File: src/rtl/gray_conv_arbiter.sv
// Round-robin arbiter that time-shares one Gray-code converter between NUM_REQ requesters.
// One request in flight at a time: accept, drive converter for one cycle, return result.
module gray_conv_arbiter #(
   parameter int unsigned WIDTH   = 8,
   parameter int unsigned NUM_REQ = 4
) (
   input  logic                         clk_i,
   input  logic                         rst_i,
   input  logic [NUM_REQ-1:0]           req_valid_i,
   input  logic [NUM_REQ*WIDTH-1:0]     req_data_i,
   output logic [NUM_REQ-1:0]           req_ready_o,
   output logic [2:0]                   conv_en_o,
   output logic [WIDTH-1:0]             conv_data_o,
   input  logic [WIDTH-1:0]             conv_data_i,
   output logic                         rsp_valid_o,
   input  logic                         rsp_ready_i,
   output logic [WIDTH-1:0]             rsp_data_o,
   output logic [$clog2(NUM_REQ)-1:0]   rsp_id_o
);

   localparam int unsigned ID_W  = $clog2(NUM_REQ);
   localparam int unsigned CNT_W = ID_W + 1;
   localparam logic [2:0]  CONV_EN_CODE = 3'b100;
   localparam logic [2:0]  IDLE_EN_CODE = 3'b000;

   typedef enum logic [1:0] {
      IDLE = 2'd0,
      CONV = 2'd1,
      RESP = 2'd2
   } state_t;

   state_t             state_q;
   logic [ID_W-1:0]    ptr_q;
   logic [ID_W-1:0]    id_q;
   logic [2:0]         conv_en_q;
   logic [WIDTH-1:0]   conv_data_q;
   logic               rsp_valid_q;
   logic [WIDTH-1:0]   rsp_data_q;
   logic [ID_W-1:0]    rsp_id_q;

   logic [CNT_W-1:0]   scan_idx;
   logic               win_found;
   logic [ID_W-1:0]    win_idx;
   logic [WIDTH-1:0]   win_data;
   logic [ID_W-1:0]    ptr_d;

   // Round-robin scan starting at ptr_q, wrapping modulo NUM_REQ.
   always_comb begin
      win_found = 1'b0;
      win_idx   = '0;
      scan_idx  = '0;
      for (int unsigned i = 0; i < NUM_REQ; i++) begin
         scan_idx = CNT_W'(ptr_q) + CNT_W'(i);
         if (scan_idx >= CNT_W'(NUM_REQ)) begin
            scan_idx = scan_idx - CNT_W'(NUM_REQ);
         end
         if (!win_found && req_valid_i[scan_idx[ID_W-1:0]]) begin
            win_found = 1'b1;
            win_idx   = scan_idx[ID_W-1:0];
         end
      end
   end

   always_comb begin
      win_data = '0;
      for (int unsigned k = 0; k < NUM_REQ; k++) begin
         if (win_idx == ID_W'(k)) begin
            win_data = req_data_i[k*WIDTH +: WIDTH];
         end
      end
   end

   always_comb begin
      if (win_idx == ID_W'(NUM_REQ - 1)) begin
         ptr_d = '0;
      end else begin
         ptr_d = win_idx + ID_W'(1);
      end
   end

   // Grant is only offered while idle and never on a reset cycle.
   always_comb begin
      req_ready_o = '0;
      if (!rst_i && (state_q == IDLE) && win_found) begin
         req_ready_o[win_idx] = 1'b1;
      end
   end

   always_ff @(posedge clk_i) begin
      if (rst_i) begin
         state_q     <= IDLE;
         ptr_q       <= '0;
         id_q        <= '0;
         conv_en_q   <= IDLE_EN_CODE;
         conv_data_q <= '0;
         rsp_valid_q <= 1'b0;
         rsp_data_q  <= '0;
         rsp_id_q    <= '0;
      end else begin
         case (state_q)
            IDLE: begin
               if (win_found) begin
                  id_q        <= win_idx;
                  ptr_q       <= ptr_d;
                  conv_en_q   <= CONV_EN_CODE;
                  conv_data_q <= win_data;
                  state_q     <= CONV;
               end
            end
            CONV: begin
               rsp_data_q  <= conv_data_i;
               rsp_id_q    <= id_q;
               rsp_valid_q <= 1'b1;
               conv_en_q   <= IDLE_EN_CODE;
               conv_data_q <= '0;
               state_q     <= RESP;
            end
            RESP: begin
               if (rsp_ready_i) begin
                  rsp_valid_q <= 1'b0;
                  state_q     <= IDLE;
               end
            end
            default: begin
               state_q <= IDLE;
            end
         endcase
      end
   end

   assign conv_en_o   = conv_en_q;
   assign conv_data_o = conv_data_q;
   assign rsp_valid_o = rsp_valid_q;
   assign rsp_data_o  = rsp_data_q;
   assign rsp_id_o    = rsp_id_q;

endmodule
File: config.mk
export PLATFORM = sky130hd
export DESIGN_NAME = gray_conv_arbiter
export DESIGN_NICKNAME = d
export VERILOG_FILES = /design/src/rtl/gray_conv_arbiter.sv
export SDC_FILE = /design/constraint.sdc
export NUM_CORES = 1
export LEC_CHECK = 0
export BUFFER_PORTS_ARGS = -buffer_cell sky130_fd_sc_hd__buf_2
export CORE_UTILIZATION = 44
export DETAILED_ROUTE_END_ITERATION = 8
export GPL_TIMING_DRIVEN = 1
export HOLD_SLACK_MARGIN = 0.08
export PLACE_DENSITY = 0.79
export SETUP_SLACK_MARGIN = 0.15
export SLEW_MARGIN = 20
export SYNTH_ARGS = -nofsm -noshare
export SYNTH_HDL_FRONTEND = slang
export SYNTH_SLANG_ARGS = --single-unit
export TNS_END_PERCENT = 100
File: constraint.sdc
create_clock -name clk_i -period 3.34 [get_ports clk_i]
set_input_delay 0.501 -clock clk_i [delete_from_list [all_inputs] [get_ports clk_i]]
set_output_delay 0.501 -clock clk_i [all_outputs]
set_load 0.02 [all_outputs]
==> tab_implementation.tex, run 1 <==
\begin{tabular}{lr}
\hline
Metric & Value \\
\hline
\multicolumn{2}{l}{\textbf{Drt}} \\
Detailed-route wire length per cell & around 14 um \\
Residual antenna-violating net count after detailed routing & 0 \\
DR iter-0 viols & 39 \\
Routed WL & about 3.5 mm \\
Detail-routed via count per cell & around 5.4 \\
Post-route DRC & 6 \\
Via count & around 1,400 \\
TritonRoute pass-1 iters & 6 \\
\multicolumn{2}{l}{\textbf{GRT}} \\
Maximum number of pins on one net before global-route repair & 21 \\
Tot GR Track Use & a little over a fifth \\
Wire length of the first global-routing pass & roughly 5.5 mm \\
Via count of the first global-routing pass & 1,196 \\
Overflow left after global routing & 0 \\
Initial antenna violation count & 0 \\
\multicolumn{2}{l}{\textbf{Place}} \\
Total half-perimeter wirelength after legalization and detailed placement & 2.65 mm \\
Number of port buffers & 70 \\
Routability Congestion & $\sim$0.86 \\
Post-Place Cell Area & around 1700 sq um \\
Post-placement cell count & 248 \\
\multicolumn{2}{l}{\textbf{Timing}} \\
Final period util & between 80\% and 90\% \\
Top achievable clock speed & about 340 MHz \\
Min Clock Period, post-route & between 2 and 3 ns \\
Setup Viol. Count Final & 0 \\
Setup Skew & 0.00454 ns \\
Final Max Tran Viols & 0 \\
RSZ-0062 raised after global routing & no \\
Final Hold Viols & 0 \\
Total Neg Setup Slack & 0 ns \\
Max-slew headroom & between 50\% and 60\% \\
Worst Tran Pin Value & between 0.7 and 0.8 ns \\
\multicolumn{2}{l}{\textbf{Clocking}} \\
Clock tree from TritonCTS & done \\
Clock transition at the registers of the reported paths & about 0.14 ns \\
Worst-skew pair later-pin latency & about 0.32 ns \\
H-tree depth reported by CTS & 1 \\
Number of buffers inserted to repair setup after CTS & 0 \\
Bufs on Longest Clock Path & 2 \\
Cts-stage hold buffer count & 0 \\
Clock tree sinks & 26 \\
Root Buffer Master & sky130\_fd\_sc\_hd\_\_clkbuf\_4 \\
Number of gates resized after CTS & 0 \\
Number of CTS-inserted buffers & 3 \\
\multicolumn{2}{l}{\textbf{Cells and area}} \\
Net count, final & 273 \\
Most frequent cells in the layout & sky130\_fd\_sc\_hd\_\_buf\_2 (70), sky130\_fd\_sc\_hd\_\_nand2\_1 (26), sky130\_fd\_sc\_hd\_\_dfxtp\_1 (26) \\
Sequential cell area in the final layout & 520 sq um \\
Number of inserted filler cells in the final layout & 276 \\
Fraction of final layout cells sized beyond drive strength 1 & 38.0\% \\
Most frequent standard cell in the layout excluding fill and tap cells & sky130\_fd\_sc\_hd\_\_buf\_2 \\
Finished Layout Cells & around 250 \\
Area growth from synthesis to layout & 29.2\% \\
Utilization of the core after routing & between 60\% and 70\% \\
Combined area of the multi-input logic cells & between 700 and 800 sq um \\
Final std cell area, no fill & 1720 sq um \\
Ant. Diodes & 0 \\
\multicolumn{2}{l}{\textbf{Min path}} \\
Hold/Removal Path Class & input pin to register \\
Hold path startpoint & conv\_data\_i[6] \\
\multicolumn{2}{l}{\textbf{Floorplan}} \\
Die W & about 57 um \\
I/O pins & 73 \\
Die outline area & between 3000 and 4000 sq um \\
Die boundary height & between 50 and 60 um \\
Core region area & between 2000 and 3000 sq um \\
Initial Util & a little under half \\
Number of rows in the core area & 19 \\
\multicolumn{2}{l}{\textbf{Critical path}} \\
Data required time at the worst endpoint & between 2 and 3 ns \\
Kind of launch point of the worst setup path & register \\
Max stage delay on crit path & about 0.49 ns \\
Element type at the critical path end & output pin \\
Cell-by-cell listing of the critical path & mux2i\_1, nor2\_1, nor4\_1, ha\_1, and3\_1, buf\_2 \\
Family of cells with the greatest summed delay on the critical path & simple AND/OR/NAND/NOR gates \\
Worst path arrival time & between 2 and 2.5 ns \\
Worst flop-to-flop path startpoint & ptr\_q[1]\$\_SDFFE\_PP0P\_ \\
Class of the most critical setup path & register to output pin \\
Cell with the biggest individual delay on the critical path & sky130\_fd\_sc\_hd\_\_ha\_1 \\
Critical Path Start & ptr\_q[1]\$\_SDFFE\_PP0P\_ \\
Crit-path max FO & 11 \\
Buffers \& Inverters on Critical Path & 1 \\
\multicolumn{2}{l}{\textbf{Synth}} \\
Syn\_area\_per\_cell & about 8.5 sq um \\
Portion of synthesized cell area occupied by the leading cell type & between 30\% and 40\% \\
Flop and latch count out of synthesis & 26 \\
Synthesized-area fraction occupied by xor and xnor cells & 0\% \\
Number of different library cells in the post-synthesis netlist & 40 \\
Post-synthesis simple-gate area fraction & 24.6\% \\
Adder-Cell Fraction of Synth Area & roughly 3.8\% \\
Warning count from the yosys run & 0 \\
Total standard cell area after synthesis & 1330 sq um \\
Main combinational cell family by area after synthesis & compound AO/OA/AOI/OAI gates \\
Share of cell area taken by muxes after synthesis & less than 1\% \\
Part of the Yosys area used for sequential elements & about two fifths \\
Number of standard cells after synthesis & about 160 \\
Top post-synthesis cells by area & sky130\_fd\_sc\_hd\_\_dfxtp\_1 (39\%), sky130\_fd\_sc\_hd\_\_nand2\_1 (7.3\%), sky130\_fd\_sc\_hd\_\_a21oi\_1 (5.6\%) \\
Post-synthesis compound-gate area fraction & around a quarter \\
Synth area leader & sky130\_fd\_sc\_hd\_\_dfxtp\_1 \\
\multicolumn{2}{l}{\textbf{Run status}} \\
Result of the run & complete, but fails checks \\
Violated checks & DRC \\
\multicolumn{2}{l}{\textbf{Pwr}} \\
Pwr dens & about 540 nW/um\^{}2 \\
Reported leakage power & between 0.7 and 0.8 nW \\
Maximum vdd drop & 0.431 mV \\
\multicolumn{2}{l}{\textbf{Run}} \\
Number of maximum-capacitance violations & 0 \\
\hline
\end{tabular}
kinds of logic after synthesis:
family / after synthesis
other: 1
AND/OR/NAND/NOR: 62
buffers and inverters: 16
adder cells (fa/ha/maj): 4
AO/OA/AOI/OAI: 47
flip-flops: 26
multiplexers: 1
per-layer routing:
layer / share of wire, % / track usage (%) / vias up
met5: 0 / 0 / -
met4: 1.4 / 6.62 / 0
met3: 3.0 / 3.85 / 6
met2: 52 / 37.5 / 22
met1: 44 / 27.5 / 638
li1: - / - / 691
state kept, by name, indices dropped and copies added (netlist names):
| name | flops |
|---|---|
| state_q | 2 |
| rsp_valid_o | 1 |
| conv_en_o | 1 |
| rsp_id_o | 2 |
| rsp_data_o | 8 |
| ptr_q | 2 |
| id_q | 2 |
| conv_data_o | 8 |
worst paths after layout:
check                                      to  slack (ns)  cells after the start
setup reg to reg  conv_data_o[2]$_SDFFE_PP0P_        0.72                      8
hold reg to reg    rsp_data_o[3]$_SDFFE_PP0P_        0.46                      2
setup / recovery               req_ready_o[1]        0.43                      6
hold / removal     rsp_data_o[6]$_SDFFE_PP0P_        0.39                      3
synth_stat cells (all sizes together):
master,n
a211oi,1
a21oi,16
a221oi,7
a32o,7
and2,1
and3,3
buf,5
clkbuf,6
conb,1
dfxtp,26
ha,4
inv,5
mux2i,1
nand2,27
nand2b,3
nand3,1
nand3b,1
nor2,12
nor2b,3
nor3,3
nor3b,1
nor4,3
o211ai,1
o21a,2
o21ai,3
o21bai,1
o22ai,8
o31ai,1
or2,1
or3,1
or3b,1
or4,1
power breakdown:
group | internal [mW] | switching, mW | leakage [nW]
Sequential | 0.351 | 0.0275 | 0.214
Combinational | 0.137 | 0.202 | 0.558
Clock | 0.121 | 0.0948 | 0.0279
worst register-to-register path, cell delays in order (launching register included):
cell	delay, ns
sky130_fd_sc_hd__dfxtp_1	0.48
sky130_fd_sc_hd__mux2i_1	0.23
sky130_fd_sc_hd__nor2_1	0.10
sky130_fd_sc_hd__nor4_1	0.41
sky130_fd_sc_hd__ha_1	0.49
sky130_fd_sc_hd__nor2b_1	0.22
sky130_fd_sc_hd__a221oi_1	0.31
sky130_fd_sc_hd__nor2_1	0.09
sky130_fd_sc_hd__a32o_1	0.20
area by class of cell:
class                   count  share of cell area, %
clock buffers               3                   1.31
clock inverters             1                   1.75
inverters                   5                   1.09
multi-input cells         116                   42.9
flip-flops and latches     26                   30.3
well taps                  31                   2.26
repair buffers             70                   20.4
stage by stage:
| step | power, mW | hold WS, ns | setup slack, ns |
|---|---|---|---|
| 6_report | 0.934 | 0.391 | 0.434 |
| 5_1_grt | 0.991 | 0.370 | 0.220 |
| 4_1_cts | 0.940 | 0.384 | 0.420 |
| 3_5_place_dp | 0.724 | 0.445 | 0.542 |
| 3_3_place_gp | 0.718 | 0.440 | 0.655 |
| 2_1_floorplan | 0.628 | 0.427 | 0.814 |
Power figures use the tool's default switching activity.
==> inputs of run 2 (changes only) <==
--- a/config.mk
+++ b/config.mk
@@ -10,8 +10,9 @@
 export DETAILED_ROUTE_END_ITERATION = 8
 export GPL_TIMING_DRIVEN = 1
 export HOLD_SLACK_MARGIN = 0.08
-export PLACE_DENSITY = 0.79
+export PLACE_DENSITY_LB_ADDON = 0.1
 export SETUP_SLACK_MARGIN = 0.15
+export SKIP_LAST_GASP = 1
 export SLEW_MARGIN = 20
 export SYNTH_ARGS = -nofsm -noshare
 export SYNTH_HDL_FRONTEND = slang
==> run 2 against run 1 <==
The run still ends with DRC left. Register-to-register slack about the same. Highest routed layer unchanged. Combinational power about the same. Sequential share of layout area unchanged. Sequential power about the same. Setup slack improved by 0.053 ns. Core utilization unchanged.
==> tab_implementation.tex, run 2 (synthesis gave the netlist of run 1 again) <==
\begin{tabular}{lr}
\hline
Metric & Value \\
\hline
\multicolumn{2}{l}{\textbf{Floorplan}} \\
Die W & 57.0 um (unchanged) \\
Core region area & 2810 sq um (unchanged) \\
Number of rows in the core area & 19 (unchanged) \\
Die outline area & 3240 sq um (unchanged) \\
I/O pins & 73 (unchanged) \\
Initial Util & 47.4\% (unchanged) \\
Die boundary height & 57.0 um (unchanged) \\
\multicolumn{2}{l}{\textbf{Drt}} \\
Detailed-route wire length per cell & 13.5 um (-1.2\%) \\
DR iter-0 viols & 55 (+41\%) \\
Via count & 1,431 (+5.5\%) \\
Residual antenna-violating net count after detailed routing & 0 (unchanged) \\
TritonRoute pass-1 iters & 6 (unchanged) \\
Post-route DRC & 5 (-1) \\
Detail-routed via count per cell & 5.68 (+5.5\%) \\
Routed WL & 3.41 mm (-1.2\%) \\
\multicolumn{2}{l}{\textbf{Run}} \\
Number of maximum-capacitance violations & 0 (unchanged) \\
\multicolumn{2}{l}{\textbf{Cells and area}} \\
Most frequent standard cell in the layout excluding fill and tap cells & sky130\_fd\_sc\_hd\_\_buf\_2 \\
Most frequent cells in the layout & sky130\_fd\_sc\_hd\_\_buf\_2 (70), sky130\_fd\_sc\_hd\_\_nand2\_1 (26), sky130\_fd\_sc\_hd\_\_dfxtp\_1 (26) \\
Area growth from synthesis to layout & 29.2\% (unchanged) \\
Final std cell area, no fill & 1720 sq um (unchanged) \\
Ant. Diodes & 0 (unchanged) \\
Number of inserted filler cells in the final layout & 271 (-1.8\%) \\
Net count, final & 273 (unchanged) \\
Fraction of final layout cells sized beyond drive strength 1 & 38.0\% (unchanged) \\
\multicolumn{2}{l}{\textbf{Timing}} \\
Worst Tran Pin Value & 0.833 ns (+0.102 ns) \\
Post-route worst hold slack & 0.397 ns (+0.00565 ns) \\
Setup Viol. Count Final & 0 (unchanged) \\
RSZ-0062 raised after global routing & no \\
Setup Skew & 0.00660 ns (+0.00206 ns) \\
Final Hold Viols & 0 (unchanged) \\
Setup slack after layout & 0.486 ns (+0.0528 ns) \\
Total Neg Setup Slack & 0 ns (unchanged) \\
Max-slew headroom & 44.4\% (-6.8 points) \\
Min Clock Period, post-route & 2.85 ns (-0.0528 ns) \\
Top achievable clock speed & 350 MHz (+1.8\%) \\
Final period util & 85.4\% (-1.6 points) \\
Final Max Tran Viols & 0 (unchanged) \\
\multicolumn{2}{l}{\textbf{Clocking}} \\
H-tree depth reported by CTS & 1 (unchanged) \\
Bufs on Longest Clock Path & 2 (unchanged) \\
Number of gates resized after CTS & 0 (unchanged) \\
Number of CTS-inserted buffers & 3 (unchanged) \\
Clock tree sinks & 26 (unchanged) \\
Cts-stage hold buffer count & 0 (unchanged) \\
Clock transition at the registers of the reported paths & 0.14 ns (about the same) \\
Clock tree from TritonCTS & done \\
Worst-skew pair later-pin latency & 0.32 ns (about the same) \\
Root Buffer Master & sky130\_fd\_sc\_hd\_\_clkbuf\_4 \\
Number of buffers inserted to repair setup after CTS & 0 (unchanged) \\
\multicolumn{2}{l}{\textbf{Pwr}} \\
Maximum vdd drop & 0.344 mV (-20\%) \\
Reported leakage power & 0.800 nW (unchanged) \\
Sum of internal, switching and leakage power & 0.933 mW (-0.12\%) \\
Pwr dens & 544 nW/um\^{}2 (-0.12\%) \\
\multicolumn{2}{l}{\textbf{Run status}} \\
Violated checks & DRC \\
Result of the run & complete, but fails checks \\
\multicolumn{2}{l}{\textbf{GRT}} \\
Maximum number of pins on one net before global-route repair & 21 (unchanged) \\
Initial antenna violation count & 0 (unchanged) \\
Wire length of the first global-routing pass & 5.66 mm (+2.1\%) \\
Via count of the first global-routing pass & 1,358 (+14\%) \\
Overflow left after global routing & 0 (unchanged) \\
Tot GR Track Use & 21.8\% (+0.19 points) \\
\multicolumn{2}{l}{\textbf{Place}} \\
Number of port buffers & 70 (unchanged) \\
Total half-perimeter wirelength after legalization and detailed placement & 2.61 mm (-1.8\%) \\
Post-Place Cell Area & 1660 sq um (unchanged) \\
Pre-CTS worst setup slack & 0.522 ns (-0.0198 ns) \\
Routability Congestion & 0.903 (+5.5\%) \\
\multicolumn{2}{l}{\textbf{Critical path}} \\
Class of the most critical setup path & register to output pin \\
Kind of launch point of the worst setup path & register \\
Data required time at the worst endpoint & 2.84 ns (about the same) \\
Element type at the critical path end & output pin \\
Worst r2r path cells & 8 (unchanged) \\
Crit-path max FO & 11 (unchanged) \\
Worst path arrival time & 2.35 ns (-0.06 ns) \\
\multicolumn{2}{l}{\textbf{Min path}} \\
Cell depth of the worst min-delay path & 3 (unchanged) \\
Hold/Removal Path Class & input pin to register \\
\hline
\end{tabular}
[run 2: cell counts in the layout (fill, tap and decap cells not counted)]
Identical to the previous run, type by type.
[run 2: cell type report]
class | count | area, sq um | share of cell area [%]
Timing Repair Buffer | 70 | 350 | 20.4
Sequential cell | 26 | 520 | 30.3
Multi-Input combinational cell | 116 | 736 | 42.9
Clock inverter | 1 | 30.0 | 1.75
Clock buffer | 3 | 22.5 | 1.31
Inverter | 5 | 18.8 | 1.09
Tap cell | 31 | 38.8 | 2.26
[run 2: per-layer routing]
layer / up-vias / wire length (um) / GRT usage, %
met3: 11 / 207 / 3.63
met4: 0 / 77 / 9.76
li1: 692 / - / -
met2: 63 / 1740 / 39.7
met5: - / 0 / 0
met1: 665 / 1380 / 25.1
[run 2: final timing paths]
check                                     end                  start  slack, ns
setup / recovery               req_ready_o[1]  ptr_q[1]$_SDFFE_PP0P_       0.49
hold / removal     rsp_data_o[5]$_SDFFE_PP0P_         conv_data_i[5]       0.40
setup reg to reg  conv_data_o[4]$_SDFFE_PP0P_  ptr_q[1]$_SDFFE_PP0P_       0.73
hold reg to reg      rsp_id_o[0]$_SDFFE_PP0P_   id_q[0]$_SDFFE_PP0P_       0.45
[run 2: where the power goes]
group / switching, mW / internal, mW
clock network: 0.0929 / 0.121
logic: 0.205 / 0.137
registers: 0.0263 / 0.351
[run 2: through the flow]
step | util, % | instances
after floorplan | - | 158
after global placement | 59.3 | 248
after detailed placement | 59.3 | 248
after CTS | 61.2 | 252
after global routing | 61.2 | 252
final | 61.2 | 252
[run 2: worst max-delay path, stage by stage, from the launching register on]
cell and delay, ns:
sky130_fd_sc_hd__dfxtp_1 0.46, sky130_fd_sc_hd__mux2i_1 0.21, sky130_fd_sc_hd__nor2_1 0.09, sky130_fd_sc_hd__nor4_1 0.39, sky130_fd_sc_hd__ha_1 0.51, sky130_fd_sc_hd__and3_1 0.22, sky130_fd_sc_hd__buf_2 0.16
==> inputs of run 3 (changes only) <==
--- a/config.mk
+++ b/config.mk
@@ -5,9 +5,9 @@
 export SDC_FILE = /design/constraint.sdc
 export NUM_CORES = 1
 export LEC_CHECK = 0
-export BUFFER_PORTS_ARGS = -buffer_cell sky130_fd_sc_hd__buf_2
-export CORE_UTILIZATION = 44
+export CORE_UTILIZATION = 56
 export DETAILED_ROUTE_END_ITERATION = 8
+export DONT_BUFFER_PORTS = 1
 export GPL_TIMING_DRIVEN = 1
 export HOLD_SLACK_MARGIN = 0.08
 export PLACE_DENSITY_LB_ADDON = 0.1
==> constraint.sdc (replaced) <==
create_clock -name clk_i -period 2.9 [get_ports clk_i]
set_input_delay 0.435 -clock clk_i [delete_from_list [all_inputs] [get_ports clk_i]]
set_output_delay 0.435 -clock clk_i [all_outputs]
set_load 0.02 [all_outputs]
==> run 3 against run 2 <==
The flow now finishes without violations. Clock power rose by 15%. Core utilization rose by 1.2 points. Setup slack worse by 0.17 ns. Count of clock-buffer cells in the layout stayed put. Sequential power grew 28%. Sequential cell count unchanged. Critical path depth is the same. Via count fell by 20%. Critical endpoint is now req_ready_o[3].
==> tab_implementation.tex, run 3 (synthesis gave the netlist of run 1 again) <==
\begin{tabular}{lr}
\hline
Metric & Value \\
\hline
\multicolumn{2}{l}{\textbf{Critical path}} \\
Element type at the critical path end & output pin \\
Worst flop-to-flop path startpoint & ptr\_q[1]\$\_SDFFE\_PP0P\_ \\
R2R setup slack & 0.54 ns (-0.19 ns) \\
Family of cells with the greatest summed delay on the critical path & simple AND/OR/NAND/NOR gates \\
Worst path arrival time & 2.15 ns (-0.20 ns) \\
Kind of launch point of the worst setup path & register \\
Crit-path max FO & 8 (-3) \\
Class of the most critical setup path & register to output pin \\
Buffers \& Inverters on Critical Path & 2 (+1) \\
Max stage delay on crit path & 0.57 ns (+0.06 ns) \\
Cell with the biggest individual delay on the critical path & sky130\_fd\_sc\_hd\_\_nor3b\_1 \\
FF-to-FF End & conv\_data\_o[1]\$\_SDFFE\_PP0P\_ \\
Cell-by-cell listing of the critical path & nor3b\_1, nor4\_4, ha\_1, inv\_1, nor3\_1, buf\_4 \\
Data required time at the worst endpoint & 2.47 ns (-0.37 ns) \\
Worst r2r path cells & 7 (-1) \\
\multicolumn{2}{l}{\textbf{Floorplan}} \\
Die W & 50.7 um (-11\%) \\
Core region area & 2230 sq um (-20\%) \\
I/O pins & 73 (unchanged) \\
Die outline area & 2570 sq um (-21\%) \\
Number of rows in the core area & 17 (-2) \\
Initial Util & 59.5\% (+12 points) \\
Die boundary height & 50.7 um (-11\%) \\
\multicolumn{2}{l}{\textbf{Pwr}} \\
Maximum vdd drop & 0.488 mV (+42\%) \\
Reported leakage power & 0.507 nW (-37\%) \\
Pwr dens & 726 nW/um\^{}2 (+34\%) \\
\multicolumn{2}{l}{\textbf{Timing}} \\
Final Max Tran Viols & 0 (unchanged) \\
Setup Skew & 0.0113 ns (+0.00470 ns) \\
Setup slack after layout & 0.312 ns (-0.175 ns) \\
Final Hold Viols & 0 (unchanged) \\
Setup Viol. Count Final & 0 (unchanged) \\
Top achievable clock speed & between 300 and 400 MHz \\
Worst Tran Pin Value & 0.817 ns (-0.0160 ns) \\
Max-slew headroom & 45.5\% (+1.1 points) \\
Total Neg Setup Slack & 0 ns (unchanged) \\
RSZ-0062 raised after global routing & no \\
Final period util & between 80\% and 90\% \\
Min Clock Period, post-route & between 2 and 3 ns \\
\multicolumn{2}{l}{\textbf{Cells and area}} \\
Final std cell area, no fill & 1390 sq um (-19\%) \\
Finished Layout Cells & 180 (-29\%) \\
Most frequent cells in the layout & sky130\_fd\_sc\_hd\_\_nand2\_1 (26), sky130\_fd\_sc\_hd\_\_dfxtp\_1 (25), sky130\_fd\_sc\_hd\_\_a21oi\_1 (15) \\
Most frequent standard cell in the layout excluding fill and tap cells & sky130\_fd\_sc\_hd\_\_nand2\_1 \\
Fraction of final layout cells sized beyond drive strength 1 & 11.8\% (-26 points) \\
Area growth from synthesis to layout & 4.80\% \\
Net count, final & 204 (-25\%) \\
Ant. Diodes & 0 (unchanged) \\
Utilization of the core after routing & 62.4\% (+1.2 points) \\
\multicolumn{2}{l}{\textbf{Clocking}} \\
Clock transition at the registers of the reported paths & 0.14 ns (about the same) \\
Cts-stage hold buffer count & 0 (unchanged) \\
Number of buffers inserted to repair setup after CTS & 0 (unchanged) \\
Number of CTS-inserted buffers & 3 (unchanged) \\
Clock tree from TritonCTS & done \\
Root Buffer Master & sky130\_fd\_sc\_hd\_\_clkbuf\_4 \\
Worst-skew pair later-pin latency & 0.32 ns (about the same) \\
H-tree depth reported by CTS & 1 (unchanged) \\
Bufs on Longest Clock Path & 2 (unchanged) \\
Clock tree sinks & 26 (unchanged) \\
\multicolumn{2}{l}{\textbf{Drt}} \\
Routed WL & 2.99 mm (-12\%) \\
Residual antenna-violating net count after detailed routing & 0 (unchanged) \\
Via count & 1,141 (-20\%) \\
TritonRoute pass-1 iters & 4 (-2) \\
Detailed-route wire length per cell & 16.6 um (+23\%) \\
Post-route DRC & 0 (-5) \\
Detail-routed via count per cell & 6.34 (+12\%) \\
DR iter-0 viols & 28 (-49\%) \\
\multicolumn{2}{l}{\textbf{GRT}} \\
Tot GR Track Use & 24.8\% (+3.0 points) \\
Initial antenna violation count & 0 (unchanged) \\
Overflow left after global routing & 0 (unchanged) \\
Wire length of the first global-routing pass & 4.77 mm (-16\%) \\
Via count of the first global-routing pass & 1,027 (-24\%) \\
Maximum number of pins on one net before global-route repair & 21 (unchanged) \\
\multicolumn{2}{l}{\textbf{Min path}} \\
Cell depth of the worst min-delay path & 1 (-2) \\
Hold/Removal Path Class & input pin to register \\
End point of the worst hold path & ptr\_q[0]\$\_SDFFE\_PP0P\_ \\
Hold path startpoint & rst\_i \\
\multicolumn{2}{l}{\textbf{Place}} \\
Post-Place Cell Area & 1320 sq um (-21\%) \\
Number of port buffers & 0 (-100\%) \\
Routability Congestion & 0.842 (-6.7\%) \\
Post-placement cell count & 176 (-29\%) \\
Pre-CTS worst setup slack & 0.275 ns (-0.247 ns) \\
Total half-perimeter wirelength after legalization and detailed placement & 2.22 mm (-15\%) \\
\multicolumn{2}{l}{\textbf{Run status}} \\
Result of the run & finished clean \\
\multicolumn{2}{l}{\textbf{Run}} \\
Number of maximum-capacitance violations & 0 (unchanged) \\
\hline
\end{tabular}
==> run 3: changes by cell type in the layout (fill, tap and decap cells not counted), sizes merged <==
| cell | change |
|---|---|
| buf | -69 |
==> run 3: metrics by stage <==
stage / hold WS [ns] / total power [mW]
2_1_floorplan: 0.427 / 0.724
3_3_place_gp: 0.439 / 0.752
3_5_place_dp: 0.445 / 0.763
4_1_cts: 0.147 / 1.01
5_1_grt: 0.135 / 1.07
6_report: 0.156 / 1.01
==> run 3: worst register-to-register path, delay by kind of cell (launching register included) <==
family / cells / cell delay (ns)
compound gates: 2 / 0.48
fa+ha+maj: 1 / 0.28
flops: 1 / 0.38
simple gates: 4 / 1.15
==> run 3: worst max-delay path by stage <==
stage,depth (start not counted),from,to
3_3_place_gp,9,req_valid_i[1],conv_data_o[0]$_SDFFE_PP0P_
2_1_floorplan,10,req_valid_i[1],conv_data_o[0]$_SDFFE_PP0P_
3_5_place_dp,9,req_valid_i[1],conv_data_o[1]$_SDFFE_PP0P_
6_report,6,ptr_q[1]$_SDFFE_PP0P_,req_ready_o[3]
4_1_cts,8,ptr_q[1]$_SDFFE_PP0P_,req_ready_o[3]
5_1_grt,6,ptr_q[1]$_SDFFE_PP0P_,req_ready_o[3]
==> run 3: where the power goes <==
part           switching [mW]  internal [mW]  leakage, nW  total [mW]
sequential             0.0793          0.405        0.214       0.484
combinational           0.164          0.117        0.265       0.281
clock                   0.107          0.140       0.0279       0.246
total                   0.350          0.661        0.507        1.01
==> run 3: per-layer routing <==
| metal | vias up | track usage [%] | routed length [um] |
|---|---|---|---|
| li1 | 556 | - | - |
| met1 | 531 | 32.1 | 1250 |
| met2 | 50 | 39.6 | 1480 |
| met3 | 4 | 6.06 | 217 |
| met4 | 0 | 9.72 | 36 |
| met5 | - | 0 | 0 |
==> run 3: what timing repair did <==
item / 4_1_cts / 5_1_grt
pin swaps: 0 / 0
endpoints found under the setup margin: 2 / 2
gates resized for setup: 1 / 3
==> run 3: layout make-up <==
cell class | instances | area [sq um]
Timing Repair Buffer | 1 | 7.51
Inverter | 5 | 18.8
Sequential cell | 26 | 522
Tap cell | 28 | 35.0
Clock buffer | 3 | 22.5
Multi-Input combinational cell | 116 | 757
Clock inverter | 1 | 30.0
Fill cell | 194 | 841
